$ cat src/rtl/mem_arbiter_pkg.sv
// Shared types and defaults for the instruction/data memory arbiter.
// FSM and grant encodings plus counter sizing helper.
package mem_arbiter_pkg;

  typedef enum logic [1:0] {
    IDLE    = 2'd0,
    IF_BUSY = 2'd1,
    DM_BUSY = 2'd2,
    DONE    = 2'd3
  } state_e;

  typedef enum logic [1:0] {
    GNT_NONE = 2'd0,
    GNT_IF   = 2'd1,
    GNT_DM   = 2'd2
  } grant_e;

  localparam int STARVE_MAX_DEF     = 4;
  localparam int TIMEOUT_CYCLES_DEF = 16;

  function automatic int cnt_w(input int max);
    return (max < 1) ? 1 : $clog2(max + 1);
  endfunction

endpackage

$ cat src/rtl/mem_arbiter_if.sv
// Requester and memory-side signals of the arbiter.
// slave is the arbiter's view, master the environment's.
interface mem_arbiter_if;
  logic        if_req_in;
  logic [31:0] if_addr_in;
  logic [31:0] if_rdata_out;
  logic        if_valid_out;
  logic        dm_req_in;
  logic [31:0] dm_addr_in;
  logic [31:0] dm_wdata_in;
  logic [3:0]  dm_byte_en_in;
  logic [31:0] dm_rdata_out;
  logic        dm_valid_out;
  logic        mem_req_out;
  logic [31:0] mem_addr_out;
  logic [31:0] mem_wdata_out;
  logic [3:0]  mem_byte_en_out;
  logic [31:0] mem_rdata_in;
  logic        mem_valid_in;
  logic        hold_flag_out;
  logic        err_out;

  modport slave (
    input  if_req_in, if_addr_in,
    output if_rdata_out, if_valid_out,
    input  dm_req_in, dm_addr_in,
    input  dm_wdata_in, dm_byte_en_in,
    output dm_rdata_out, dm_valid_out,
    output mem_req_out, mem_addr_out,
    output mem_wdata_out, mem_byte_en_out,
    input  mem_rdata_in, mem_valid_in,
    output hold_flag_out, err_out
  );

  modport master (
    output if_req_in, if_addr_in,
    input  if_rdata_out, if_valid_out,
    output dm_req_in, dm_addr_in,
    output dm_wdata_in, dm_byte_en_in,
    input  dm_rdata_out, dm_valid_out,
    input  mem_req_out, mem_addr_out,
    input  mem_wdata_out, mem_byte_en_out,
    output mem_rdata_in, mem_valid_in,
    input  hold_flag_out, err_out
  );
endinterface

$ cat src/rtl/mem_arbiter_counter.sv
// Clearable saturating up-counter with a terminal flag.
// Used for both fetch starvation and memory timeout.
module arb_timeout_counter
  import mem_arbiter_pkg::*;
#(
  parameter int MAX = 4,
  localparam int W  = cnt_w(MAX)
) (
  input  logic clk,
  input  logic rst,
  input  logic clr_i,
  input  logic inc_i,
  output logic term_o
);

  logic [W-1:0] cnt_q, cnt_d;

  always_comb begin
    cnt_d = cnt_q;
    if (clr_i)
      cnt_d = '0;
    else if (inc_i && cnt_q != W'(MAX))
      cnt_d = cnt_q + W'(1);
  end

  always_ff @(posedge clk) begin
    if (rst) cnt_q <= '0;
    else     cnt_q <= cnt_d;
  end

  assign term_o = (cnt_q == W'(MAX));

endmodule

$ cat src/rtl/mem_arbiter.sv
// Shares one memory port between fetch and data requesters.
// Data wins unless fetch has been starved; a timeout aborts dead accesses.
module mem_arbiter
  import mem_arbiter_pkg::*;
#(
  parameter int STARVE_MAX     = STARVE_MAX_DEF,
  parameter int TIMEOUT_CYCLES = TIMEOUT_CYCLES_DEF
) (
  input logic          clk,
  input logic          rst,
  mem_arbiter_if.slave bus
);

  state_e      state_q, state_d;
  grant_e      grant;
  logic        mem_req_q, mem_req_d;
  logic [31:0] mem_addr_q, mem_addr_d;
  logic [31:0] mem_wdata_q, mem_wdata_d;
  logic [3:0]  mem_be_q, mem_be_d;
  logic [31:0] if_rdata_q, if_rdata_d;
  logic [31:0] dm_rdata_q, dm_rdata_d;
  logic        if_valid_q, if_valid_d;
  logic        dm_valid_q, dm_valid_d;
  logic        err_q, err_d;
  logic [31:0] rsp_data;
  logic        starve_term, tmo_term;
  logic        starve_clr, starve_inc;
  logic        tmo_clr, tmo_inc;
  logic        busy, dm_win, if_win;

  assign busy   = (state_q == IF_BUSY) ||
                  (state_q == DM_BUSY);
  assign dm_win = bus.dm_req_in &&
                  !(bus.if_req_in && starve_term);
  assign if_win = bus.if_req_in && !dm_win;

  always_comb begin
    grant = GNT_NONE;
    if (state_q == IDLE) begin
      unique case (1'b1)
        dm_win:  grant = GNT_DM;
        if_win:  grant = GNT_IF;
        default: grant = GNT_NONE;
      endcase
    end
  end

  assign starve_inc = (grant == GNT_DM) && bus.if_req_in;
  assign starve_clr = (grant == GNT_IF) ||
                      ((grant == GNT_DM) && !bus.if_req_in);
  assign tmo_clr    = (grant != GNT_NONE);
  assign tmo_inc    = busy && !bus.mem_valid_in;

  arb_timeout_counter #(
    .MAX (STARVE_MAX)
  ) u_starve (
    .clk    (clk),
    .rst    (rst),
    .clr_i  (starve_clr),
    .inc_i  (starve_inc),
    .term_o (starve_term)
  );

  // Terminal one short of the limit so the abort lands on the Nth busy edge
  arb_timeout_counter #(
    .MAX (TIMEOUT_CYCLES - 1)
  ) u_tmo (
    .clk    (clk),
    .rst    (rst),
    .clr_i  (tmo_clr),
    .inc_i  (tmo_inc),
    .term_o (tmo_term)
  );

  always_comb begin
    state_d     = state_q;
    mem_req_d   = mem_req_q;
    mem_addr_d  = mem_addr_q;
    mem_wdata_d = mem_wdata_q;
    mem_be_d    = mem_be_q;
    if_rdata_d  = if_rdata_q;
    dm_rdata_d  = dm_rdata_q;
    if_valid_d  = 1'b0;
    dm_valid_d  = 1'b0;
    err_d       = 1'b0;
    rsp_data    = bus.mem_valid_in ?
                  bus.mem_rdata_in : 32'd0;
    unique case (state_q)
      IDLE: begin
        unique case (grant)
          GNT_DM: begin
            state_d     = DM_BUSY;
            mem_req_d   = 1'b1;
            mem_addr_d  = bus.dm_addr_in;
            mem_wdata_d = bus.dm_wdata_in;
            mem_be_d    = bus.dm_byte_en_in;
          end
          GNT_IF: begin
            state_d     = IF_BUSY;
            mem_req_d   = 1'b1;
            mem_addr_d  = bus.if_addr_in;
            mem_wdata_d = 32'd0;
            mem_be_d    = 4'd0;
          end
          default: ;
        endcase
      end
      IF_BUSY, DM_BUSY: begin
        // A real answer beats a coincident timeout
        if (bus.mem_valid_in || tmo_term) begin
          state_d   = DONE;
          mem_req_d = 1'b0;
          err_d     = !bus.mem_valid_in;
          if (state_q == IF_BUSY) begin
            if_valid_d = 1'b1;
            if_rdata_d = rsp_data;
          end else begin
            dm_valid_d = 1'b1;
            dm_rdata_d = rsp_data;
          end
        end
      end
      DONE:    state_d = IDLE;
      default: state_d = IDLE;
    endcase
  end

  always_ff @(posedge clk) begin
    if (rst) begin
      state_q     <= IDLE;
      mem_req_q   <= 1'b0;
      mem_addr_q  <= '0;
      mem_wdata_q <= '0;
      mem_be_q    <= '0;
      if_rdata_q  <= '0;
      dm_rdata_q  <= '0;
      if_valid_q  <= 1'b0;
      dm_valid_q  <= 1'b0;
      err_q       <= 1'b0;
    end else begin
      state_q     <= state_d;
      mem_req_q   <= mem_req_d;
      mem_addr_q  <= mem_addr_d;
      mem_wdata_q <= mem_wdata_d;
      mem_be_q    <= mem_be_d;
      if_rdata_q  <= if_rdata_d;
      dm_rdata_q  <= dm_rdata_d;
      if_valid_q  <= if_valid_d;
      dm_valid_q  <= dm_valid_d;
      err_q       <= err_d;
    end
  end

  assign bus.mem_req_out     = mem_req_q;
  assign bus.mem_addr_out    = mem_addr_q;
  assign bus.mem_wdata_out   = mem_wdata_q;
  assign bus.mem_byte_en_out = mem_be_q;
  assign bus.if_rdata_out    = if_rdata_q;
  assign bus.if_valid_out    = if_valid_q;
  assign bus.dm_rdata_out    = dm_rdata_q;
  assign bus.dm_valid_out    = dm_valid_q;
  assign bus.err_out         = err_q;
  assign bus.hold_flag_out   =
    (bus.if_req_in && !if_valid_q) ||
    (bus.dm_req_in && !dm_valid_q);

endmodule

$ cat src/flat_wrapper.sv
// flat-port wrapper written by rule: the top's interface ports become plain ports
module mem_arbiter_flat import mem_arbiter_pkg::*;
#(
  parameter int STARVE_MAX     = STARVE_MAX_DEF,
  parameter int TIMEOUT_CYCLES = TIMEOUT_CYCLES_DEF
)
  (clk, rst, bus_if_req_in, bus_if_addr_in, bus_if_rdata_out, bus_if_valid_out, bus_dm_req_in, bus_dm_addr_in, bus_dm_wdata_in, bus_dm_byte_en_in, bus_dm_rdata_out, bus_dm_valid_out, bus_mem_req_out, bus_mem_addr_out, bus_mem_wdata_out, bus_mem_byte_en_out, bus_mem_rdata_in, bus_mem_valid_in, bus_hold_flag_out, bus_err_out);
  mem_arbiter_if bus_i ();
  input logic clk;
  input logic rst;
  input wire logic [$bits(bus_i.if_req_in)-1:0] bus_if_req_in;
  input wire logic [$bits(bus_i.if_addr_in)-1:0] bus_if_addr_in;
  output wire logic [$bits(bus_i.if_rdata_out)-1:0] bus_if_rdata_out;
  output wire logic [$bits(bus_i.if_valid_out)-1:0] bus_if_valid_out;
  input wire logic [$bits(bus_i.dm_req_in)-1:0] bus_dm_req_in;
  input wire logic [$bits(bus_i.dm_addr_in)-1:0] bus_dm_addr_in;
  input wire logic [$bits(bus_i.dm_wdata_in)-1:0] bus_dm_wdata_in;
  input wire logic [$bits(bus_i.dm_byte_en_in)-1:0] bus_dm_byte_en_in;
  output wire logic [$bits(bus_i.dm_rdata_out)-1:0] bus_dm_rdata_out;
  output wire logic [$bits(bus_i.dm_valid_out)-1:0] bus_dm_valid_out;
  output wire logic [$bits(bus_i.mem_req_out)-1:0] bus_mem_req_out;
  output wire logic [$bits(bus_i.mem_addr_out)-1:0] bus_mem_addr_out;
  output wire logic [$bits(bus_i.mem_wdata_out)-1:0] bus_mem_wdata_out;
  output wire logic [$bits(bus_i.mem_byte_en_out)-1:0] bus_mem_byte_en_out;
  input wire logic [$bits(bus_i.mem_rdata_in)-1:0] bus_mem_rdata_in;
  input wire logic [$bits(bus_i.mem_valid_in)-1:0] bus_mem_valid_in;
  output wire logic [$bits(bus_i.hold_flag_out)-1:0] bus_hold_flag_out;
  output wire logic [$bits(bus_i.err_out)-1:0] bus_err_out;
  assign bus_i.if_req_in = bus_if_req_in;
  assign bus_i.if_addr_in = bus_if_addr_in;
  assign bus_if_rdata_out = bus_i.if_rdata_out;
  assign bus_if_valid_out = bus_i.if_valid_out;
  assign bus_i.dm_req_in = bus_dm_req_in;
  assign bus_i.dm_addr_in = bus_dm_addr_in;
  assign bus_i.dm_wdata_in = bus_dm_wdata_in;
  assign bus_i.dm_byte_en_in = bus_dm_byte_en_in;
  assign bus_dm_rdata_out = bus_i.dm_rdata_out;
  assign bus_dm_valid_out = bus_i.dm_valid_out;
  assign bus_mem_req_out = bus_i.mem_req_out;
  assign bus_mem_addr_out = bus_i.mem_addr_out;
  assign bus_mem_wdata_out = bus_i.mem_wdata_out;
  assign bus_mem_byte_en_out = bus_i.mem_byte_en_out;
  assign bus_i.mem_rdata_in = bus_mem_rdata_in;
  assign bus_i.mem_valid_in = bus_mem_valid_in;
  assign bus_hold_flag_out = bus_i.hold_flag_out;
  assign bus_err_out = bus_i.err_out;
  mem_arbiter #(.STARVE_MAX(STARVE_MAX), .TIMEOUT_CYCLES(TIMEOUT_CYCLES)) u_core (.clk(clk), .rst(rst), .bus(bus_i));
endmodule
$ cat config.mk
export PLATFORM = sky130hd
export DESIGN_NAME = mem_arbiter_flat
export DESIGN_NICKNAME = d
export VERILOG_FILES = /design/src/rtl/mem_arbiter_pkg.sv /design/src/rtl/mem_arbiter_if.sv /design/src/rtl/mem_arbiter_counter.sv /design/src/rtl/mem_arbiter.sv /design/src/flat_wrapper.sv
export SDC_FILE = /design/constraint.sdc
export NUM_CORES = 1
export LEC_CHECK = 0
export BUFFER_PORTS_ARGS = -buffer_cell sky130_fd_sc_hd__clkbuf_2
export CAP_MARGIN = 20
export CORE_MARGIN = 2
export CORE_UTILIZATION = 43
export CTS_CLUSTER_DIAMETER = 50
export DETAILED_ROUTE_END_ITERATION = 12
export PLACE_DENSITY = 0.77
export SLEW_MARGIN = 20
export SYNTH_ARGS = -nofsm -noshare
export SYNTH_HDL_FRONTEND = slang
export SYNTH_HIERARCHICAL = 1
export SYNTH_SLANG_ARGS = --single-unit
$ cat constraint.sdc
create_clock -name clk -period 1.95 [get_ports clk]
set_input_delay 0.0975 -clock clk [delete_from_list [all_inputs] [get_ports clk]]
set_output_delay 0.0975 -clock clk [all_outputs]
set_load 0.02 [all_outputs]
== After elaboration in Yosys (flattened, before gate mapping) ==
Index checks and enable logic that the tools add are counted.
Operators by class
  reduce and logical (&&, ||, !) cells: 34
  div/mod/pow operators: 0
  bitwise logic cells: 3
  multipliers: 0
  add/sub/neg operators: 2
  shift-type cells: 0
  multiplexer cells: 14
  magnitude comparators: 0
  equal/unequal tests: 12
Operators with widths (count)
  $pmux 32 s2: 2
  $mux 32: 1
  $logic_and 1x1->1: 10
  $reduce_and 3->1: 3
  $pmux 2 s2: 2
  $pmux 4 s2: 1
  $reduce_or 2->1: 4
  $eq 2x2->1 const B: 3
  $logic_not 1->1: 6
  $ne 3x3->1 const B: 2
  $pmux 2 s3: 1
  $reduce_bool 2->1: 3
  $add 4x1->4 const B: 1
  $eq 2x1->1 const B: 2
  $eq 4x4->1 const B: 1
  $logic_or 1x1->1: 4
  $mux 1: 4
  $mux 2: 2
  $ne 4x4->1 const B: 1
  $reduce_and 2->1: 2
  $add 3x1->3 const B: 1
  $eq 3x3->1 const B: 1
  $not 1->1: 3
  $reduce_or 3->1: 1
  other kinds (4): 4
Storage, ports and cells
  memory bits (read-only): 0
  flip-flop bits (word level): 145
  memories: 0
  bits in writable memories: 0
  output and inout bits: 137
  bits in latches: 0

== Depth between registers and ports, before layout ==
  depth after elaboration: 12
  gate-level depth with buffers: 11
  gate-level depth less buffers: 10

== Modules after synthesis ==
The synthesis kept the hierarchy.
By module, submodules not included
  mem_arbiter: instances 1, cells an instance 641, seq. area each 2762.6 um2, area an instance 5666.7 um2
  arb_timeout_counter at u_core.u_tmo: instances 1, cells an instance 22, seq. area each 80.1 um2, area an instance 211.5 um2
  arb_timeout_counter at u_core.u_starve: instances 1, cells an instance 18, seq. area each 60.1 um2, area an instance 187.7 um2

== Worst setup path after synthesis ==
OpenSTA, ideal clock, no wires.
  kind: flip-flop to flip-flop
  start point: reg u_core.u_starve.cnt_q[0]
  end point: reg u_core.state_q[0]
  setup time: 0.122 ns
  setup slack: -0.189 ns
  arrival: 2.018 ns
  path buffers: 2
  cell stages (with the launch flop): 12
  required time: 1.828 ns
  period minus slack after synthesis: 2.139 ns
  cell sequence: dfxtp_1 > inv_1 > ha_1 > and2_1 > o211ai_1 > inv_1 > ha_1 > buf_2 > buf_2 > nand2_1 > o21ai_0 > o311a_1
On the way
  longest elaborated chain between the ends: 11
RTL lines
  start: declaration: line mem_arbiter_counter.sv:16  | logic [W-1:0] cnt_q, cnt_d;
  start signal: assignment: line mem_arbiter_counter.sv:28  | else cnt_q <= cnt_d;
  $eq 3x3->1 *: line mem_arbiter_counter.sv:31  | assign term_o = (cnt_q == W'(MAX));
  named net u_core.starve_term: line mem_arbiter.sv:26  | logic starve_term, tmo_term;
  $logic_and 1x1->1 *: line mem_arbiter.sv:34  | !(bus.if_req_in && starve_term);
  $logic_not 1->1 *: line mem_arbiter.sv:34
  $logic_and 1x1->1 *: line mem_arbiter.sv:33  | assign dm_win = bus.dm_req_in &&
  $logic_not 1->1: line mem_arbiter.sv:35  | assign if_win = bus.if_req_in && !dm_win;
  $logic_and 1x1->1: line mem_arbiter.sv:35
  $pmux 2 s2 *: line mem_arbiter.sv:40  | unique case (1'b1)
  $mux 2 *: line mem_arbiter.sv:39  | if (state_q == IDLE) begin
  $eq 2x1->1 / $eq 2x2->1 (equally long branches): line mem_arbiter.sv:90  | unique case (grant)
  $pmux 2 s2 / $ne 3x3->1 (equally long branches)
  $pmux 2 s3 / $reduce_and 2->1 (equally long branches)
  end signal: assignment: line mem_arbiter.sv:141  | state_q <= state_d;
  end: declaration: line mem_arbiter.sv:14  | state_e state_q, state_d;
Mark *: on every way through the listed nets, which the timed path passes. The rest lies on a longest branch.
A chain may end at the register's enable or synchronous reset.

== Final worst setup path ==
  start point: reg u_core.u_starve.cnt_q[1]
  end point: reg u_core.mem_addr_q[15] (netlist: u_core/bus.mem_addr_out[15])
On the way
  longest elaborated chain between the ends: 11
RTL lines
  $eq 3x3->1 *: line mem_arbiter_counter.sv:31
  named net u_core.starve_term: line mem_arbiter.sv:26
  $logic_and 1x1->1 *: line mem_arbiter.sv:34
  $logic_not 1->1 *: line mem_arbiter.sv:34
  $logic_and 1x1->1 *: line mem_arbiter.sv:33
  $logic_not 1->1: line mem_arbiter.sv:35
  $logic_and 1x1->1: line mem_arbiter.sv:35
  $pmux 2 s2 *: line mem_arbiter.sv:40
  $mux 2 *: line mem_arbiter.sv:39
  $eq 2x1->1 / $eq 2x2->1 (equally long branches): line mem_arbiter.sv:90
  $reduce_bool 2->1 (no source line)
  $reduce_and 2->1 (no source line)
  end signal: assignment: line mem_arbiter.sv:143  | mem_addr_q <= mem_addr_d;
  end: declaration: line mem_arbiter.sv:17  | logic [31:0] mem_addr_q, mem_addr_d;
Marked as above.

==> qor.yml <==
status: "finished, violations left"
violations: "setup timing"
fin_crit_sh: 1.04
viasPerCell: 5.55
hold_violations: 0
cts_root_buf: "clkbuf_16"
met2_length_mm: 11.9
skew_ns: 0.00912
synth_nets: 827
layout-drive-gt1-share: 0.441
critPathMaxStageDelay_ns: 0.34
cts_tree: "yes"
start_util: 0.439
rsz0062_at_grt: "true"
path_buf_inv: 4
drt-wirelength-per-cell_um: 18.8
num_io_pins: 274
area_growth_pct: 63.7
fin_nets: 1176
crit_type: "flop to flop"
worst_slew_pin_slew_ns: 0.627
numCtsBuffers: 17
die-width_um: 123
tns_ns: -1.86
worstSetupEndpointType: "flop"
port_buffers: 273
grt_pass1_vias: 6574
required_ns: 2.28
grt_max_degree: 70
fin_util: 0.718
insertion_delay_ns: 0.42
overflow: 0
yosysSeqAreaShare: 0.479
antenna_found_initial: 1
die_h_um: 123
final_common_cell: "clkbuf_2"
postSynthAreaPerCell_um2: 8.91
wl_mm: 23.0
cts_buffer_depth: 2
finalWeightedCongestion: 0.766
total_power_mw: 14.0
period_needed_ns: 2.04
worstPathArrival_ns: 2.36
htreeDepth: 4
netlist_area_um2: 6070
remaining_drc_errors: 0
slew_headroom: 0.582
startpoint_type: "flop"
ir_worst_vdd_uv: 698
ys_seq_elements: 145
fmax_mhz: 491
setup-violations-final: 54
cts.clk_slew.worst_paths_ns: 0.06
hp-class: "input pin to flop"
ys_warn_count: 6
setup_slack_ns: -0.0860
slew_violations: 0
grt_pass1_wl_mm: 32.9
dr.first_iter.drc_count: 515
placed_area_um2: 7710
synth_cell_types: 38
power_density_nw_per_um2: 1410
synthCells: 681
row_count: 43
core-area_um2: 13800
top_layer_used: "met4"
mostFrequentLayoutCells: "clkbuf_2, dfxtp_1, a21oi_1"
crit_slowest_cell: "dfxtp_2"
firstDrtPassIters: 5
clock-sinks: 145
finalInstanceArea_um2: 9930
hpwl_mm: 12.0
cp_max_fo: 7
worst_hold_slack_ns: 0.0255
wl_met1_mm: 8.56
path_cells: "inv_2 -> ha_4 -> and2_4 -> o211ai_1 -> buf_4 -> ha_4 -> and2_4 -> buf_12 -> buf_16 -> a211oi_2"
p_leak_nw: 4.16
crit_family: "buffers and inverters"
vias: 6797
antenna_left: 0
fp.dieArea_um2: 15100
grt_util_all_layers: 0.282
wl_met3_mm: 1.90
maxCapViolCount: 0
## sequential cells by signal, summed over array words and instances, names as in the netlist
register / flops
u_core/bus.mem_addr_out: 32
u_core/u_starve/cnt_q: 3
u_core/bus.mem_wdata_out: 32
u_core/bus.mem_byte_en_out: 4
u_core/bus.mem_req_out: 1
u_core/bus.err_out: 1
u_core/state_q: 2
u_core/bus.if_rdata_out: 32
u_core/u_tmo/cnt_q: 4
u_core/bus.dm_valid_out: 1
u_core/bus.dm_rdata_out: 32
u_core/bus.if_valid_out: 1
## tightest hold or removal path, stage by stage
cell and delay [ns]:
clkbuf_2 0.08, mux2i_1 0.13, a211oi_1 0.09
## power by group
part	total [mW]	internal [mW]	switching [mW]
logic	6.49	2.86	3.63
clock network	3.35	2.08	1.28
registers	4.13	3.66	0.472
total	14.0	8.59	5.38
## cells in the mapped netlist
cell      count  area (um2)
mux2_1        2        22.5
inv_1        12        45.0
inv_2         1        3.75
nand3_1      34         170
o22ai_1       1        6.26
nor3b_1       4        30.0
nand2_1      75         282
and4b_1       1        10.0
nor3b_2       1        12.5
o21ai_0      35         175
a21o_1        1        7.51
mux2i_1      32         320
and2_1        3        18.8
nand3_2       1        10.0
o211a_4       1        17.5
nor2_1       36         135
a21boi_2      1        11.3
buf_2        25         125
a21boi_1      1        7.51
o41ai_2       1        16.3
nand4b_1     34         298
a211oi_1     32         240
o211ai_1      4        30.0
clkbuf_2      1        5.00
o311a_1       1        10.0
a21oi_1     103         515
clkbuf_1     31         116
buf_4         7        52.6
nand4_1       1        6.26
and3_1        1        6.26
dfxtp_1     145        2900
ha_1          9         113
o211ai_2      2        25.0
o41ai_1       1        8.76
nor4_2        1        12.5
nor3_1        2        10.0
nand3b_1     36         270
o21ai_2       2        17.5
## cell type report
cell class	count	area [um2]
Fill cell	936	3890
Multi-Input combinational cell	460	3260
Sequential cell	145	2910
Timing Repair Buffer	393	2870
Clock buffer	19	453
Tap cell	180	225
Clock inverter	13	160
Inverter	13	51.3
Antenna cell	1	2.50
## worst paths after layout
| path | slack (ns) | startpoint | to | cells after the start |
|---|---|---|---|---|
| worst max-delay path | -0.09 | u_core/u_starve/cnt_q[1] | u_core/bus.mem_addr_out[15] | 10 |
| worst min-delay path | 0.03 | bus_dm_addr_in[22] | u_core/bus.mem_addr_out[22] | 3 |
| worst max register to register | -0.09 | u_core/u_starve/cnt_q[1] | u_core/bus.mem_addr_out[15] | 10 |
| worst min register to register | 0.45 | u_core/bus.mem_wdata_out[9] | u_core/bus.mem_wdata_out[9] | 2 |
## stage by stage
| step | setup WS [ns] | std cells |
|---|---|---|
| 5_1_grt | -0.158 | 1224 |
| 3_3_place_gp | -0.00421 | 1095 |
| 4_1_cts | -0.0475 | 1218 |
| 2_1_floorplan | -0.00664 | 681 |
| 3_5_place_dp | -0.108 | 1095 |
| 6_report | -0.0860 | 1224 |
## repair_timing
item,CTS,global route
resized for setup,91,26
hold endpoints to repair,102,0
gates cloned,11,4
setup endpoints to repair,66,75
hold buffers,70,0
buffers inserted,10,1
pin swaps,25,40
## cell families (layout without fill, tap and decap cells)
group                      Yosys count  after routing  share of synthesized area
and+or+nand+nor                    230            230                      0.210
AOI/OAI and AO/OA                  186            187                      0.179
DFF                                145            145                      0.479
buffers and inverters               77            438                     0.0573
muxes                               34             34                     0.0565
adders and majority gates            9              9                     0.0186
other                                0              1                          0
## per-layer routing
metal	vias up	global-route usage
li1	3140	-
met2	388	0.503
met4	0	0.136
met1	3211	0.307
met5	-	0
met3	58	0.0757
Note: power is estimated with default switching activity, not from simulation.
